### src/rtl/intra_pkg.sv
// intra_pkg: constants and state encoding shared by the intra frame-row buffer logic.
// Latency: n/a (types and constants only).
// Backpressure: n/a.
package intra_pkg;

    // Row sequencer states: one INIT cycle, then a full-row CLEAR, then IDLE service.
    typedef enum logic [1:0] {
        ST_INIT  = 2'd0,
        ST_CLEAR = 2'd1,
        ST_IDLE  = 2'd2
    } row_state_e;

    // Words per row and the value for an unavailable intra reference (mid-grey).
    localparam int          ROW_DEPTH_DEF = 480;
    localparam logic [31:0] FILL_WORD_DEF = 32'h80808080;

endpackage

### src/rtl/ram_frame_row_ctrl_if.sv
// ram_frame_row_ctrl_if: client-side handshake bundle (one writer, two readers).
// Latency: n/a (wires only).
// Backpressure: requests are held by the master until the matching ack.
interface ram_frame_row_ctrl_if #(
    parameter int WORD_WIDTH = 32,
    parameter int ADDR_WIDTH = 9
);
    logic                  wr_req_i;
    logic [ADDR_WIDTH-1:0] wr_addr_i;
    logic [WORD_WIDTH-1:0] wr_data_i;
    logic                  wr_ack_o;

    logic                  rd0_req_i;
    logic [ADDR_WIDTH-1:0] rd0_addr_i;
    logic                  rd0_ack_o;
    logic                  rd0_valid_o;
    logic [WORD_WIDTH-1:0] rd0_data_o;

    logic                  rd1_req_i;
    logic [ADDR_WIDTH-1:0] rd1_addr_i;
    logic                  rd1_ack_o;
    logic                  rd1_valid_o;
    logic [WORD_WIDTH-1:0] rd1_data_o;

    modport master (
        output wr_req_i, wr_addr_i, wr_data_i, rd0_req_i, rd0_addr_i, rd1_req_i, rd1_addr_i,
        input  wr_ack_o, rd0_ack_o, rd0_valid_o, rd0_data_o, rd1_ack_o, rd1_valid_o, rd1_data_o
    );

    modport slave (
        input  wr_req_i, wr_addr_i, wr_data_i, rd0_req_i, rd0_addr_i, rd1_req_i, rd1_addr_i,
        output wr_ack_o, rd0_ack_o, rd0_valid_o, rd0_data_o, rd1_ack_o, rd1_valid_o, rd1_data_o
    );
endinterface

### src/rtl/ram_frame_row_ctrl_rr_arb2.sv
// rr_arb2: two-requester round-robin arbiter with a registered priority pointer.
// Latency: combinational grant; pointer updates at the edge ending an accepted contended grant.
// Backpressure: a grant that is not accepted leaves the pointer untouched.
module rr_arb2 (
    input  logic       clk,
    input  logic       rst_n,
    input  logic [1:0] req_i,
    input  logic       accept_i,
    output logic [1:0] gnt_o
);
    // ptr_q == 0 favours requester 0 on contention, 1 favours requester 1.
    logic ptr_q;

    // A lone requester always wins; the pointer only breaks ties.
    always_comb begin
        gnt_o = req_i;
        if (&req_i) begin
            gnt_o = ptr_q ? 2'b10 : 2'b01;
        end
    end

    // After serving one requester, hand priority to the other.
    always_ff @(posedge clk or negedge rst_n) begin
        if (!rst_n) begin
            ptr_q <= 1'b0;
        end else if (accept_i) begin
            ptr_q <= gnt_o[0];
        end
    end
endmodule

### src/rtl/ram_frame_row_ctrl.sv
// ram_frame_row_ctrl: frame-row RAM sequencer - row clear, writer on port A, two RR readers on port B.
// Latency: write acked in the RAM write cycle; read data valid 2 cycles after ack.
// Backpressure: no acks while busy; one read grant per cycle; FRAME_ROW_FWD_EN forwards colliding reads, else they stall one cycle.
module ram_frame_row_ctrl
    import intra_pkg::*;
#(
    parameter int                    WORD_WIDTH = 32,
    parameter int                    ADDR_WIDTH = 9,
    parameter int                    ROW_DEPTH  = ROW_DEPTH_DEF,
    parameter logic [WORD_WIDTH-1:0] FILL_WORD  = FILL_WORD_DEF
) (
    input  logic                  clk,
    input  logic                  rst_n,
    input  logic                  clr_i,
    output logic                  busy_o,
    output logic                  err_o,
    ram_frame_row_ctrl_if.slave   bus,
    output logic                  ram_cena_o,
    output logic                  ram_wena_o,
    output logic                  ram_oena_o,
    output logic [ADDR_WIDTH-1:0] ram_addra_o,
    output logic [WORD_WIDTH-1:0] ram_dataa_o,
    output logic                  ram_cenb_o,
    output logic                  ram_wenb_o,
    output logic                  ram_oenb_o,
    output logic [ADDR_WIDTH-1:0] ram_addrb_o,
    input  logic [WORD_WIDTH-1:0] ram_datab_i
);
    localparam logic [ADDR_WIDTH-1:0] LAST_ADDR = ADDR_WIDTH'(ROW_DEPTH - 1);

    row_state_e            state_q;
    logic [ADDR_WIDTH-1:0] cnt_q;
    logic                  busy_q, err_q;

    logic                  idle, wr_in, rd_in, coll, fwd, rd_go, rd_ram, err_d, arb_accept, sel;
    logic [1:0]            req, gnt;
    logic [ADDR_WIDTH-1:0] sel_addr;

    // Read pipeline: stage p_* spans the RAM access cycle, rdN_data_q is the capture register.
    logic                  p_vld_q, p_id_q, p_ram_q;
    logic [WORD_WIDTH-1:0] p_word_q, cap_word_d;
    logic [WORD_WIDTH-1:0] rd0_data_q, rd1_data_q;
    logic [1:0]            rd_vld_q;

    assign idle  = (state_q == ST_IDLE);
    assign wr_in = (bus.wr_addr_i <= LAST_ADDR);
    assign req   = {bus.rd1_req_i, bus.rd0_req_i} & {2{idle}};

    rr_arb2 u_arb (
        .clk      (clk),
        .rst_n    (rst_n),
        .req_i    (req),
        .accept_i (arb_accept),
        .gnt_o    (gnt)
    );

    assign sel      = gnt[1];
    assign sel_addr = sel ? bus.rd1_addr_i : bus.rd0_addr_i;
    assign rd_in    = (sel_addr <= LAST_ADDR);
    assign coll     = (|gnt) && idle && bus.wr_req_i && rd_in && (sel_addr == bus.wr_addr_i);

`ifdef FRAME_ROW_FWD_EN
    // Colliding read takes the write data directly instead of racing the RAM write.
    assign fwd   = coll;
    assign rd_go = |gnt;
`else
    // Colliding read waits a cycle so it sees the freshly written word.
    assign fwd   = 1'b0;
    assign rd_go = (|gnt) && !coll;
`endif

    assign arb_accept = rd_go && (&req);
    assign rd_ram     = rd_go && rd_in && !fwd;
    assign err_d      = idle && ((bus.wr_req_i && !wr_in) || (rd_go && !rd_in));

    assign bus.wr_ack_o  = idle && bus.wr_req_i;
    assign bus.rd0_ack_o = rd_go && !sel;
    assign bus.rd1_ack_o = rd_go && sel;

    assign busy_o = busy_q;
    assign err_o  = err_q;

    // Port A: clear sweep while clearing, otherwise the in-range writer.
    always_comb begin
        ram_cena_o  = 1'b1;
        ram_wena_o  = 1'b1;
        ram_addra_o = '0;
        ram_dataa_o = '0;
        if (state_q == ST_CLEAR) begin
            ram_cena_o  = 1'b0;
            ram_wena_o  = 1'b0;
            ram_addra_o = cnt_q;
            ram_dataa_o = FILL_WORD;
        end else if (idle && bus.wr_req_i && wr_in) begin
            ram_cena_o  = 1'b0;
            ram_wena_o  = 1'b0;
            ram_addra_o = bus.wr_addr_i;
            ram_dataa_o = bus.wr_data_i;
        end
    end

    assign ram_oena_o  = 1'b1;
    assign ram_cenb_o  = !rd_ram;
    assign ram_wenb_o  = 1'b1;
    assign ram_oenb_o  = 1'b0;
    assign ram_addrb_o = rd_ram ? sel_addr : '0;

    // Row sequencer: INIT -> CLEAR sweep -> IDLE; clr_i restarts the sweep and drops the error flag.
    always_ff @(posedge clk or negedge rst_n) begin
        if (!rst_n) begin
            state_q <= ST_INIT;
            cnt_q   <= '0;
            busy_q  <= 1'b1;
            err_q   <= 1'b0;
        end else if (clr_i) begin
            state_q <= ST_CLEAR;
            cnt_q   <= '0;
            busy_q  <= 1'b1;
            err_q   <= 1'b0;
        end else begin
            if (err_d) begin
                err_q <= 1'b1;
            end
            case (state_q)
                ST_INIT: begin
                    state_q <= ST_CLEAR;
                    cnt_q   <= '0;
                end
                ST_CLEAR: begin
                    if (cnt_q == LAST_ADDR) begin
                        state_q <= ST_IDLE;
                        busy_q  <= 1'b0;
                    end else begin
                        cnt_q <= cnt_q + ADDR_WIDTH'(1);
                    end
                end
                default: ;
            endcase
        end
    end

    // RAM output is only defined in the cycle after a read, so substitute words come from p_word_q.
    assign cap_word_d = p_ram_q ? ram_datab_i : p_word_q;

    // Two-stage read pipeline; in-flight reads finish regardless of clr_i.
    always_ff @(posedge clk or negedge rst_n) begin
        if (!rst_n) begin
            p_vld_q    <= 1'b0;
            p_id_q     <= 1'b0;
            p_ram_q    <= 1'b0;
            p_word_q   <= '0;
            rd_vld_q   <= '0;
            rd0_data_q <= '0;
            rd1_data_q <= '0;
        end else begin
            p_vld_q  <= rd_go;
            p_id_q   <= sel;
            p_ram_q  <= rd_ram;
            p_word_q <= fwd ? bus.wr_data_i : FILL_WORD;
            rd_vld_q <= '0;
            if (p_vld_q) begin
                if (p_id_q) begin
                    rd_vld_q[1] <= 1'b1;
                    rd1_data_q  <= cap_word_d;
                end else begin
                    rd_vld_q[0] <= 1'b1;
                    rd0_data_q  <= cap_word_d;
                end
            end
        end
    end

    assign bus.rd0_valid_o = rd_vld_q[0];
    assign bus.rd1_valid_o = rd_vld_q[1];
    assign bus.rd0_data_o  = rd0_data_q;
    assign bus.rd1_data_o  = rd1_data_q;
endmodule
### src/flat_wrapper.sv
// flat-port wrapper written by rule: the top's interface ports become plain ports
module ram_frame_row_ctrl_flat import intra_pkg::*;
#(
    parameter int                    WORD_WIDTH = 32,
    parameter int                    ADDR_WIDTH = 9,
    parameter int                    ROW_DEPTH  = ROW_DEPTH_DEF,
    parameter logic [WORD_WIDTH-1:0] FILL_WORD  = FILL_WORD_DEF
)
  (clk, rst_n, clr_i, busy_o, err_o, ram_cena_o, ram_wena_o, ram_oena_o, ram_addra_o, ram_dataa_o, ram_cenb_o, ram_wenb_o, ram_oenb_o, ram_addrb_o, ram_datab_i, bus_wr_req_i, bus_wr_addr_i, bus_wr_data_i, bus_rd0_req_i, bus_rd0_addr_i, bus_rd1_req_i, bus_rd1_addr_i, bus_wr_ack_o, bus_rd0_ack_o, bus_rd0_valid_o, bus_rd0_data_o, bus_rd1_ack_o, bus_rd1_valid_o, bus_rd1_data_o);
  ram_frame_row_ctrl_if #(.WORD_WIDTH(WORD_WIDTH), .ADDR_WIDTH(ADDR_WIDTH)) bus_i ();
  input  logic clk;
  input  logic rst_n;
  input  logic clr_i;
  output logic busy_o;
  output logic err_o;
  output logic ram_cena_o;
  output logic ram_wena_o;
  output logic ram_oena_o;
  output logic [ADDR_WIDTH-1:0] ram_addra_o;
  output logic [WORD_WIDTH-1:0] ram_dataa_o;
  output logic ram_cenb_o;
  output logic ram_wenb_o;
  output logic ram_oenb_o;
  output logic [ADDR_WIDTH-1:0] ram_addrb_o;
  input  logic [WORD_WIDTH-1:0] ram_datab_i;
  input wire logic [$bits(bus_i.wr_req_i)-1:0] bus_wr_req_i;
  input wire logic [$bits(bus_i.wr_addr_i)-1:0] bus_wr_addr_i;
  input wire logic [$bits(bus_i.wr_data_i)-1:0] bus_wr_data_i;
  input wire logic [$bits(bus_i.rd0_req_i)-1:0] bus_rd0_req_i;
  input wire logic [$bits(bus_i.rd0_addr_i)-1:0] bus_rd0_addr_i;
  input wire logic [$bits(bus_i.rd1_req_i)-1:0] bus_rd1_req_i;
  input wire logic [$bits(bus_i.rd1_addr_i)-1:0] bus_rd1_addr_i;
  output wire logic [$bits(bus_i.wr_ack_o)-1:0] bus_wr_ack_o;
  output wire logic [$bits(bus_i.rd0_ack_o)-1:0] bus_rd0_ack_o;
  output wire logic [$bits(bus_i.rd0_valid_o)-1:0] bus_rd0_valid_o;
  output wire logic [$bits(bus_i.rd0_data_o)-1:0] bus_rd0_data_o;
  output wire logic [$bits(bus_i.rd1_ack_o)-1:0] bus_rd1_ack_o;
  output wire logic [$bits(bus_i.rd1_valid_o)-1:0] bus_rd1_valid_o;
  output wire logic [$bits(bus_i.rd1_data_o)-1:0] bus_rd1_data_o;
  assign bus_i.wr_req_i = bus_wr_req_i;
  assign bus_i.wr_addr_i = bus_wr_addr_i;
  assign bus_i.wr_data_i = bus_wr_data_i;
  assign bus_i.rd0_req_i = bus_rd0_req_i;
  assign bus_i.rd0_addr_i = bus_rd0_addr_i;
  assign bus_i.rd1_req_i = bus_rd1_req_i;
  assign bus_i.rd1_addr_i = bus_rd1_addr_i;
  assign bus_wr_ack_o = bus_i.wr_ack_o;
  assign bus_rd0_ack_o = bus_i.rd0_ack_o;
  assign bus_rd0_valid_o = bus_i.rd0_valid_o;
  assign bus_rd0_data_o = bus_i.rd0_data_o;
  assign bus_rd1_ack_o = bus_i.rd1_ack_o;
  assign bus_rd1_valid_o = bus_i.rd1_valid_o;
  assign bus_rd1_data_o = bus_i.rd1_data_o;
  ram_frame_row_ctrl #(.WORD_WIDTH(WORD_WIDTH), .ADDR_WIDTH(ADDR_WIDTH), .ROW_DEPTH(ROW_DEPTH), .FILL_WORD(FILL_WORD)) u_core (.clk(clk), .rst_n(rst_n), .clr_i(clr_i), .busy_o(busy_o), .err_o(err_o), .bus(bus_i), .ram_cena_o(ram_cena_o), .ram_wena_o(ram_wena_o), .ram_oena_o(ram_oena_o), .ram_addra_o(ram_addra_o), .ram_dataa_o(ram_dataa_o), .ram_cenb_o(ram_cenb_o), .ram_wenb_o(ram_wenb_o), .ram_oenb_o(ram_oenb_o), .ram_addrb_o(ram_addrb_o), .ram_datab_i(ram_datab_i));
endmodule
### config.mk
export PLATFORM = sky130hd
export DESIGN_NAME = ram_frame_row_ctrl_flat
export DESIGN_NICKNAME = d
export VERILOG_FILES = /design/src/rtl/intra_pkg.sv /design/src/rtl/ram_frame_row_ctrl_if.sv /design/src/rtl/ram_frame_row_ctrl_rr_arb2.sv /design/src/rtl/ram_frame_row_ctrl.sv /design/src/flat_wrapper.sv
export SDC_FILE = /design/constraint.sdc
export NUM_CORES = 1
export LEC_CHECK = 0
export ABC_AREA = 1
export BUFFER_PORTS_ARGS = -buffer_cell sky130_fd_sc_hd__buf_2
export CAP_MARGIN = 10
export CORE_ASPECT_RATIO = 1.4
export CORE_UTILIZATION = 45
export CTS_CLUSTER_SIZE = 40
export DETAILED_ROUTE_END_ITERATION = 8
export GPL_TIMING_DRIVEN = 0
export PLACE_DENSITY = 0.8
export REMOVE_ABC_BUFFERS = 1
export SLEW_MARGIN = 0
export SYNTH_ARGS = -nofsm -noshare
export SYNTH_HDL_FRONTEND = slang
export SYNTH_SLANG_ARGS = --single-unit
### constraint.sdc
create_clock -name clk -period 2.17 [get_ports clk]
set_clock_uncertainty 0.1 [all_clocks]
set_input_delay 0.1085 -clock clk [delete_from_list [all_inputs] [get_ports clk]]
set_output_delay 0.1085 -clock clk [all_outputs]
set_load 0.02 [all_outputs]
==> results of run 1 <==
cells in the final DEF (no fill, tap or decap), drive strengths merged:
cell and n:
dlygate4sd3 34, o22ai 2, buf 248, a21oi 36, dfrtp 83, nand2 141, inv 83, xor2 3
clkinv 3, a31oi 8, nand3b 4, nor2 92, nand3 27, conb 4, o21ai 45, dfstp 1
nand4 4, nor4 2, nor3 1, ha 1, bufinv 1, clkinvlp 2, clkbuf 10
logic make-up (layout without fill, tap and decap cells):
| group | Yosys count | count (layout) | share of synthesized area [%] |
|---|---|---|---|
| AND/OR/NAND/NOR | 270 | 271 | 26.97 |
| buffers and inverters | 111 | 381 | 10.67 |
| AO/OA/AOI/OAI | 91 | 91 | 11.15 |
| flip-flops | 84 | 84 | 50.10 |
| XOR/XNOR | 3 | 3 | 0.6260 |
| other | 2 | 4 | 0.1789 |
| adder cells (fa/ha/maj) | 1 | 1 | 0.2980 |
how the worst min path moves through the flow:
stage / from / to / slack, ns / cells past startpoint
after floorplan: rst_n / u_core.bus.rd0_data_o[0] / -0.29 / 0
after global placement: clr_i / u_core.err_o / 0.25 / 2
after detailed placement: rst_n / u_core.bus.rd1_data_o[19] / -0.005 / 1
after CTS: bus_rd1_req_i / u_core.u_arb.ptr_q / 0.06 / 4
after global routing: bus_rd1_req_i / u_core.u_arb.ptr_q / 0.10 / 4
final: bus_rd1_req_i / u_core.u_arb.ptr_q / 0.07 / 4
repair_timing:
action	4_1_cts	5_1_grt
hold buffers	34	0
buffers inserted	17	9
hold endpoints to repair	100	0
resized for setup	41	22
setup endpoints to repair	60	45
pin swaps	13	6
gates cloned	1	0
stage by stage:
step	area (µm²)	worst slack, ns	hold slack [ns]	power, mW	std cells
4_1_cts	6281	-0.3562	0.05611	3.592	933
2_1_floorplan	4069	-0.6792	-0.2871	1.828	536
5_1_grt	6429	-0.4741	0.1030	3.733	942
3_3_place_gp	5304	-1.581	0.2484	2.014	863
3_5_place_dp	5371	-0.4604	-0.004604	2.032	865
6_report	6429	-0.3554	0.07313	3.583	942
area by class of cell:
class / count / area [µm²]
well taps: 107 / 133.9
inverters: 83 / 314.1
fillers: 678 / 2600
flip-flops and latches: 84 / 2103
clock buffers: 10 / 229.0
repair buffers: 282 / 1769
clock inverters: 6 / 63.81
multi-input cells: 370 / 1815
flip-flops by register name (all words and copies together) (netlist names):
name and count:
u_core.busy_o 1, u_core.err_o 1, u_core.state_q 2, u_core.p_id_q 1
u_core.cnt_q 9, u_core.p_word_q 1, u_core.bus.rd0_data_o 32, u_core.p_vld_q 1
u_core.u_arb.ptr_q 1, u_core.p_ram_q 1, u_core.bus.rd1_data_o 32, u_core.rd_vld_q 2
tightest hold or removal path: cells and delay by family:
kind | cells | cell delay (ns)
buffers and inverters | 1 | 0.13
AO/OA/AOI/OAI | 1 | 0.08
AND/OR/NAND/NOR | 2 | 0.14
routing by layer:
layer | vias up | global-route usage, %
met3 | 44 | 3.958
met1 | 2229 | 30.96
met4 | 0 | 13.79
li1 | 2275 | -
met2 | 261 | 46.72
met5 | - | 0
power by group:
part / switching (mW) / total (mW) / internal, mW / leakage [nW]
clock: 0.602 / 1.49 / 0.891 / 0.139
sequential: 0.0246 / 1.64 / 1.61 / 0.895
combinational: 0.254 / 0.455 / 0.201 / 2.38
total: 0.880 / 3.58 / 2.70 / 3.42
==> flow_metrics.py, run 1 <==
metrics = {
    "min_path": {
        "hold_path.class": "in2reg",
    },
    "placed_design": {
        "gp_congestion": 0.9104,
        "dp_hpwl_um": 8814,
        "numPortBuffers": 220,
    },
    "die": {
        "die_x_um": 83.63,
        "start_util_pct": 46.49,
        "coreArea_um2": 9029,
        "io_pins": 224,
        "num_rows": 41,
        "die_area_um2": 9725,
        "die_height_um": 116.3,
    },
    "routing": {
        "drc": 0,
        "wl_met2_um": 7118,
        "num_vias": 4809,
        "vias_per_cell": 5.105,
        "antenna_left": 0,
        "firstDrtPassIters": 7,
        "dr_wl_met3_um": 990,
        "wirelength_um": 13560,
        "routed.top_layer": "met4",
        "wire_per_inst_um": 14.39,
        "drt_iter0_drc": 283,
        "wl_met1_um": 4987,
    },
    "synth": {
        "synth-seq-cells": 84,
        "yosysUniqueCellTypes": 29,
        "yosys_warnings": 0,
        "yosysMostFrequentCell": "nand2_1",
        "postSynthCellCount": 562,
        "synthArstFlopShare_pct": 100.0,
        "syn_area_um2": 4198,
        "yosys-top-cells-area": "dfrtp_1 (49%), nand2_1 (12%), nor2_1 (7.5%), inv_1 (7.0%), o21ai_0 (5.4%)",
        "yosysTopAreaCellShare_pct": 49.48,
        "synth-edff-count": 0,
        "synth_common_cells": "nand2_1 (139), nor2_1 (84), dfrtp_1 (83)",
        "yosys.area.top_type": "dfrtp_1",
        "synth_seq_area_share_pct": 50.10,
        "postSynthAreaPerCell_um2": 7.469,
        "ys.flop_type": "dfrtp_1",
    },
    "job": {
        "drv_cap": 0,
    },
    "critical_path": {
        "required_ns": 1.96,
        "start_kind": "register",
        "worstSetupEndpointType": "output port",
        "critical_path.top_delay_family": "simple AND/OR/NAND/NOR gates",
        "worstRegToRegCells": 14,
        "path_buf_inv": 2,
        "worstSetupPathType": "reg2out",
        "setup.worst_path.end": "ram_addrb_o[1]",
        "timing.rr.end": "u_core.p_ram_q",
        "cp.arrival_ns": 2.32,
        "cp-startpoint": "u_core.state_q[0]",
        "r2r_slack_ns": -0.11,
        "max_stage_delay_ns": 0.41,
        "worstPathCellList": "inv_2 -> nand2_4 -> nor2_4 -> nand3b_1 -> nand2_2 -> nor2_2 -> nand2_2 -> nand2_1 -> nor2_2 -> nand3_4 -> nand3_4 -> nor2_4 -> buf_6",
        "crit-reg2reg-launch": "u_core.state_q[0]",
        "critical_path_peak_fanout": 7,
        "worst-path-stages": 13,
        "crit_path_top_delay_cell": "dfrtp_1",
    },
    "global_routing": {
        "grt_first_pass_wirelength_um": 20440,
        "antenna_found_initial": 0,
        "grt.overflow.total": 0,
        "gr-usage-all-layers_pct": 26.29,
        "grt_pass1_vias": 4407,
        "grt_max_degree": 58,
    },
    "power": {
        "peakVddDrop_v": 0.0005393,
        "cellPowerDensity_nw_per_um2": 557.4,
        "total_leakage_power_nw": 3.416,
    },
    "layout": {
        "finalNetCount": 928,
        "fin_util_pct": 71.20,
        "syn_to_final_growth_pct": 53.14,
        "antennaDiodeCount": 0,
        "final_layout_size_suffix_gt1_share_pct": 36.89,
    },
    "timing": {
        "slew_headroom_pct": 20.39,
        "hold_violations": 0,
        "finalCriticalPeriod_ns": 2.525,
        "fmax_mhz": 396.0,
        "setup_viol": 13,
        "rsz0062_at_grt": "true",
        "fin_crit_sh_pct": 116.4,
        "setup_ws_ns": -0.3554,
        "worstMarginPinSlew_ns": 1.194,
        "slew_viol_final": 0,
        "timing.setup.tns_ns": -4.145,
    },
    "status": {
        "violations": "negative setup slack",
        "status": "complete, but fails checks",
    },
    "clock_tree": {
        "path_clk_slew_ns": 0.06,
        "clock_sinks": 84,
        "cts_tree": "done",
        "htreeDepth": 3,
        "cts-root-buf": "clkbuf_16",
        "clk_latency_ns": 0.33,
        "cts_buffers": 9,
        "clk_path_buf_depth": 2,
    },
}
(Power assumes the default switching activity.)
==> run 2: changes to the inputs <==
Settings changed: RECOVER_POWER set to 100.
==> flow_metrics.py, run 2 (same netlist as run 1, synthesis figures left out) <==
metrics = {
    "status": {
        "status": "complete, but fails checks",
        "violations": "negative setup slack",
    },
    "timing": {
        "timing.hold.ws_ns": 0.07140,
        "setup_viol": 29,
        "hold_violations": 0,
        "finalCriticalPeriod_ns": 2.522,
        "worstMarginPinSlew_ns": 1.170,
        "rsz0062_at_grt": "true",
        "fmax_mhz": 396.5,
        "fin_crit_sh_pct": 116.2,
        "setup_ws_ns": -0.3523,
        "slew_viol_final": 0,
        "slew_headroom_pct": 21.97,
    },
    "placed_design": {
        "dp.cells": 865,
        "dp_hpwl_um": 8814,
        "dp_slack_ns": -0.4604,
        "numPortBuffers": 220,
        "gp_congestion": 0.9104,
    },
    "clock_tree": {
        "clock_sinks": 84,
        "htreeDepth": 3,
        "clk_path_buf_depth": 2,
        "cts-root-buf": "clkbuf_16",
        "cts_tree": "done",
        "clk_latency_ns": 0.33,
        "cts_buffers": 9,
        "path_clk_slew_ns": 0.06,
    },
    "critical_path": {
        "worstSetupEndpointType": "output port",
        "start_kind": "register",
        "worstRegToRegCells": 13,
        "worstSetupPathType": "reg2out",
        "required_ns": 1.96,
        "cp-startpoint": "u_core.state_q[0]",
        "critical_path_peak_fanout": 7,
        "cp.arrival_ns": 2.31,
        "crit-reg2reg-launch": "u_core.state_q[0]",
    },
    "power": {
        "comb_power_share_pct": 12.2,
        "internal_power_mw": 2.687,
        "p_clk_share_pct": 41.9,
        "switching_share_pct": 24.78,
        "peakVddDrop_v": 0.0005428,
        "total_power_mw": 3.572,
        "p_seq_share_pct": 45.8,
        "cellPowerDensity_nw_per_um2": 568.6,
        "power_switching_mw": 0.8850,
        "total_leakage_power_nw": 3.257,
    },
    "layout": {
        "final_common_cell": "buf_2",
        "layout.cells.non_filler": 942,
        "syn_to_final_growth_pct": 49.66,
        "antennaDiodeCount": 0,
        "finalNetCount": 928,
        "final_cell_mix": "buf_2 (138), nand2_1 (129), dfrtp_1 (83), inv_1 (77), nor2_1 (73)",
        "final_layout_size_suffix_gt1_share_pct": 28.38,
    },
    "die": {
        "die_x_um": 83.63,
        "num_rows": 41,
        "die_area_um2": 9725,
        "io_pins": 224,
        "start_util_pct": 46.49,
        "coreArea_um2": 9029,
        "die_height_um": 116.3,
    },
    "routing": {
        "wirelength_um": 13610,
        "num_vias": 4787,
        "antenna_left": 0,
        "firstDrtPassIters": 5,
        "drt_iter0_drc": 291,
        "drc": 0,
        "vias_per_cell": 5.082,
        "wire_per_inst_um": 14.45,
    },
    "global_routing": {
        "gr-usage-all-layers_pct": 26.29,
        "grt_pass1_vias": 4407,
        "grt_first_pass_wirelength_um": 20440,
        "grt_max_degree": 58,
        "antenna_found_initial": 0,
        "grt.overflow.total": 0,
    },
    "min_path": {
        "hold_path.class": "in2reg",
        "min_path_cells": 4,
        "min_from": "bus_rd1_req_i",
    },
    "job": {
        "drv_cap": 0,
    },
}
run 2: cell type report:
| class | instances | area [µm²] |
|---|---|---|
| Clock buffer | 10 | 229.0 |
| Fill cell | 741 | 2746 |
| Timing Repair Buffer | 282 | 1638 |
| Clock inverter | 6 | 63.81 |
| Inverter | 83 | 311.5 |
| Sequential cell | 84 | 2103 |
| Multi-Input combinational cell | 370 | 1803 |
| Tap cell | 107 | 133.9 |
run 2: final timing paths:
kind                                        endpoint  slack, ns
max                                   ram_addrb_o[1]      -0.35
min                               u_core.u_arb.ptr_q       0.07
max reg2reg                          u_core.cnt_q[4]      -0.16
min reg2reg                u_core.bus.rd1_data_o[17]       0.39
max in group asynchronous  u_core.bus.rd1_data_o[13]       0.34
min in group asynchronous   u_core.bus.rd1_data_o[7]       0.37
run 2: power groups by stage:
| stage | combinational, mW | sequential [mW] | clock (mW) |
|---|---|---|---|
| floorplan | 0.116 | 1.71 | 0 |
| global placement | 0.353 | 1.66 | 0 |
| detailed placement | 0.368 | 1.66 | 0 |
| CTS | 0.432 | 1.63 | 1.53 |
| global route | 0.479 | 1.64 | 1.60 |
| finish | 0.438 | 1.64 | 1.50 |
run 2: stage by stage:
step	area, µm²	utilization (%)	TNS (ns)
2_1_floorplan	4069	-	-22.15
3_3_place_gp	5304	58.74	-65.36
3_5_place_dp	5371	59.49	-14.75
4_1_cts	6281	69.57	-3.925
5_1_grt	6282	69.58	-11.30
6_report	6282	69.58	-5.072
run 2: worst max-delay path, cell delays in order (launching register included):
cell	delay (ns)
dfrtp_1	0.41
inv_2	0.09
nand2_4	0.07
nor2_4	0.19
nand3b_1	0.17
nand2_2	0.14
nor2_2	0.06
nand2_2	0.13
nand2_1	0.08
nor2_2	0.13
nand3_4	0.14
nand3_4	0.19
nor2_4	0.04
buf_6	0.12
run 2: routing by layer:
layer	vias up	track usage (%)	share of wire [%]
met5	-	0	0
met4	0	13.79	3.2
met3	39	3.958	6.5
met2	247	46.72	53
met1	2226	30.96	38
li1	2275	-	-
run 2: timing repair:
action,in CTS,in global routing
gates resized for setup,41,22
gates cloned,1,0
setup buffers,17,9
hold endpoints to repair,100,0
pin swaps,13,6
hold buffers,34,0
endpoints found under the setup margin,60,45
==> run 3: changes to the inputs <==
Clock period 2.17 ns to 2.4 ns, I/O delays scaled along.
==> flow_metrics.py, run 3 (same netlist as run 1, synthesis figures left out) <==
metrics = {
    "placed_design": {
        "dp_slack_ns": -0.2419,
        "numPortBuffers": 220,
        "dp_hpwl_um": 8814,
        "gp_congestion": 0.9104,
    },
    "routing": {
        "firstDrtPassIters": 7,
        "antenna_left": 0,
        "wire_per_inst_um": 14.72,
        "vias_per_cell": 5.164,
        "num_vias": 4875,
        "wirelength_um": 13900,
        "drc": 0,
        "drt_iter0_drc": 316,
    },
    "timing": {
        "slew_viol_final": 0,
        "fmax_mhz": 384.7,
        "rsz0062_at_grt": "true",
        "hold_violations": 0,
        "slew_headroom_pct": 19.43,
        "finalCriticalPeriod_ns": 2.599,
        "setup_ws_ns": -0.1991,
        "fin_crit_sh_pct": 108.3,
        "worstMarginPinSlew_ns": 1.209,
        "setup_viol": 12,
    },
    "die": {
        "die_x_um": 83.63,
        "coreArea_um2": 9029,
        "io_pins": 224,
        "num_rows": 41,
        "die_area_um2": 9725,
        "start_util_pct": 46.49,
        "die_height_um": 116.3,
    },
    "power": {
        "power_switching_mw": 0.8053,
        "comb_power_share_pct": 12.4,
        "p_clk_share_pct": 41.9,
        "total_power_mw": 3.237,
        "internal_power_mw": 2.431,
        "total_leakage_power_nw": 3.280,
        "peakVddDrop_v": 0.0004929,
        "cellPowerDensity_nw_per_um2": 512.3,
        "p_seq_share_pct": 45.7,
        "switching_share_pct": 24.88,
    },
    "layout": {
        "fillers": 726,
        "final_cell_mix": "buf_2 (140), nand2_1 (130), dfrtp_1 (83), inv_1 (76), nor2_1 (73)",
        "final_common_cell": "buf_2",
        "multi_input_area_um2": 1794,
        "antennaDiodeCount": 0,
        "register_area_um2": 2103,
        "syn_to_final_growth_pct": 50.52,
        "final_layout_size_suffix_gt1_share_pct": 28.67,
        "finalNetCount": 930,
    },
    "critical_path": {
        "cp.arrival_ns": 2.38,
        "worstSetupEndpointType": "output port",
        "start_kind": "register",
        "critical_path_peak_fanout": 8,
        "required_ns": 2.18,
        "worstSetupPathType": "reg2out",
    },
    "clock_tree": {
        "cts_buffers": 9,
        "clock_sinks": 84,
        "cts-root-buf": "clkbuf_16",
        "path_clk_slew_ns": 0.06,
        "clk_latency_ns": 0.33,
        "clk_path_buf_depth": 2,
        "htreeDepth": 3,
        "cts_tree": "done",
    },
    "global_routing": {
        "antenna_found_initial": 0,
        "grt_first_pass_wirelength_um": 20540,
        "grt_pass1_vias": 4431,
        "grt_max_degree": 58,
        "grt.overflow.total": 0,
        "gr-usage-all-layers_pct": 26.40,
    },
    "status": {
        "status": "complete, but fails checks",
        "violations": "negative setup slack",
    },
    "job": {
        "drv_cap": 0,
    },
    "min_path": {
        "hold_path.class": "in2reg",
    },
}
==> run 3: changes by cell type in the layout (fill, tap and decap cells not counted), moves of 2 or more <==
cell,change
clkbuf_1,-2
buf_4,+3
buf_6,-2
buf_2,+2
==> run 3: what timing repair did <==
item,4_1_cts,5_1_grt
endpoints found under the setup margin,55,19
gates cloned,1,0
hold buffers,34,0
buffers inserted,18,10
gates resized for setup,39,16
pin swaps,13,11
endpoints found under the hold margin,97,0
==> run 3: per-stage QoR <==
| stage | cell area [µm²] | setup TNS, ns | utilization, % | instances | hold WS, ns |
|---|---|---|---|---|---|
| 2_1_floorplan | 4069 | -13.58 | - | 536 | -0.2756 |
| 3_3_place_gp | 5304 | -47.67 | 58.74 | 863 | 0.2599 |
| 3_5_place_dp | 5371 | -5.528 | 59.49 | 865 | 0.006896 |
| 4_1_cts | 6282 | -1.303 | 69.58 | 934 | 0.06761 |
| 5_1_grt | 6319 | -2.829 | 69.98 | 944 | 0.1235 |
| 6_report | 6319 | -1.499 | 69.98 | 944 | 0.1027 |
==> run 3: power by group through the flow <==
stage / registers, mW / clock network [mW] / logic [mW]
floorplan: 1.55 / 0 / 0.105
detailed placement: 1.50 / 0 / 0.333
global route: 1.48 / 1.45 / 0.437
finish: 1.48 / 1.35 / 0.402
CTS: 1.48 / 1.38 / 0.391
global placement: 1.50 / 0 / 0.319
==> run 3: worst max-delay path, cell delays in order (launching register included) <==
cell	delay (ns)
dfrtp_1	0.37
inv_2	0.07
nor2_4	0.14
nand3_4	0.15
buf_4	0.18
nand2_4	0.05
nand2_2	0.08
nor2_2	0.18
nand2_2	0.07
nand2_1	0.09
nor2_2	0.06
nand3_4	0.10
nand3_4	0.15
nor2_1	0.18
buf_4	0.17
==> run 3: final cells by class <==
cell class	instances	area share, %
Inverter	83	4.931
Tap cell	107	2.119
Clock inverter	6	1.010
Sequential cell	84	33.29
Multi-Input combinational cell	370	28.40
Timing Repair Buffer	284	26.63
Clock buffer	10	3.624
==> run 3: final timing paths <==
path	start	endpoint	slack, ns	cells past startpoint
min reg2reg	u_core.bus.rd1_data_o[11]	u_core.bus.rd1_data_o[11]	0.39	2
max	u_core.state_q[1]	ram_addrb_o[8]	-0.20	14
min in group asynchronous	rst_n	u_core.bus.rd1_data_o[7]	0.38	2
max reg2reg	u_core.state_q[0]	u_core.p_ram_q	0.16	15
min	bus_rd1_req_i	u_core.u_arb.ptr_q	0.10	4
max in group asynchronous	rst_n	u_core.bus.rd1_data_o[13]	0.56	3
==> run 3: per-layer routing <==
metal / track usage, % / wire length, µm / up-vias
li1: - / - / 2281
met1: 30.87 / 5083 / 2237
met2: 47.37 / 7196 / 308
met3: 3.887 / 1129 / 49
met4: 13.56 / 489 / 0
met5: 0 / 0 / -
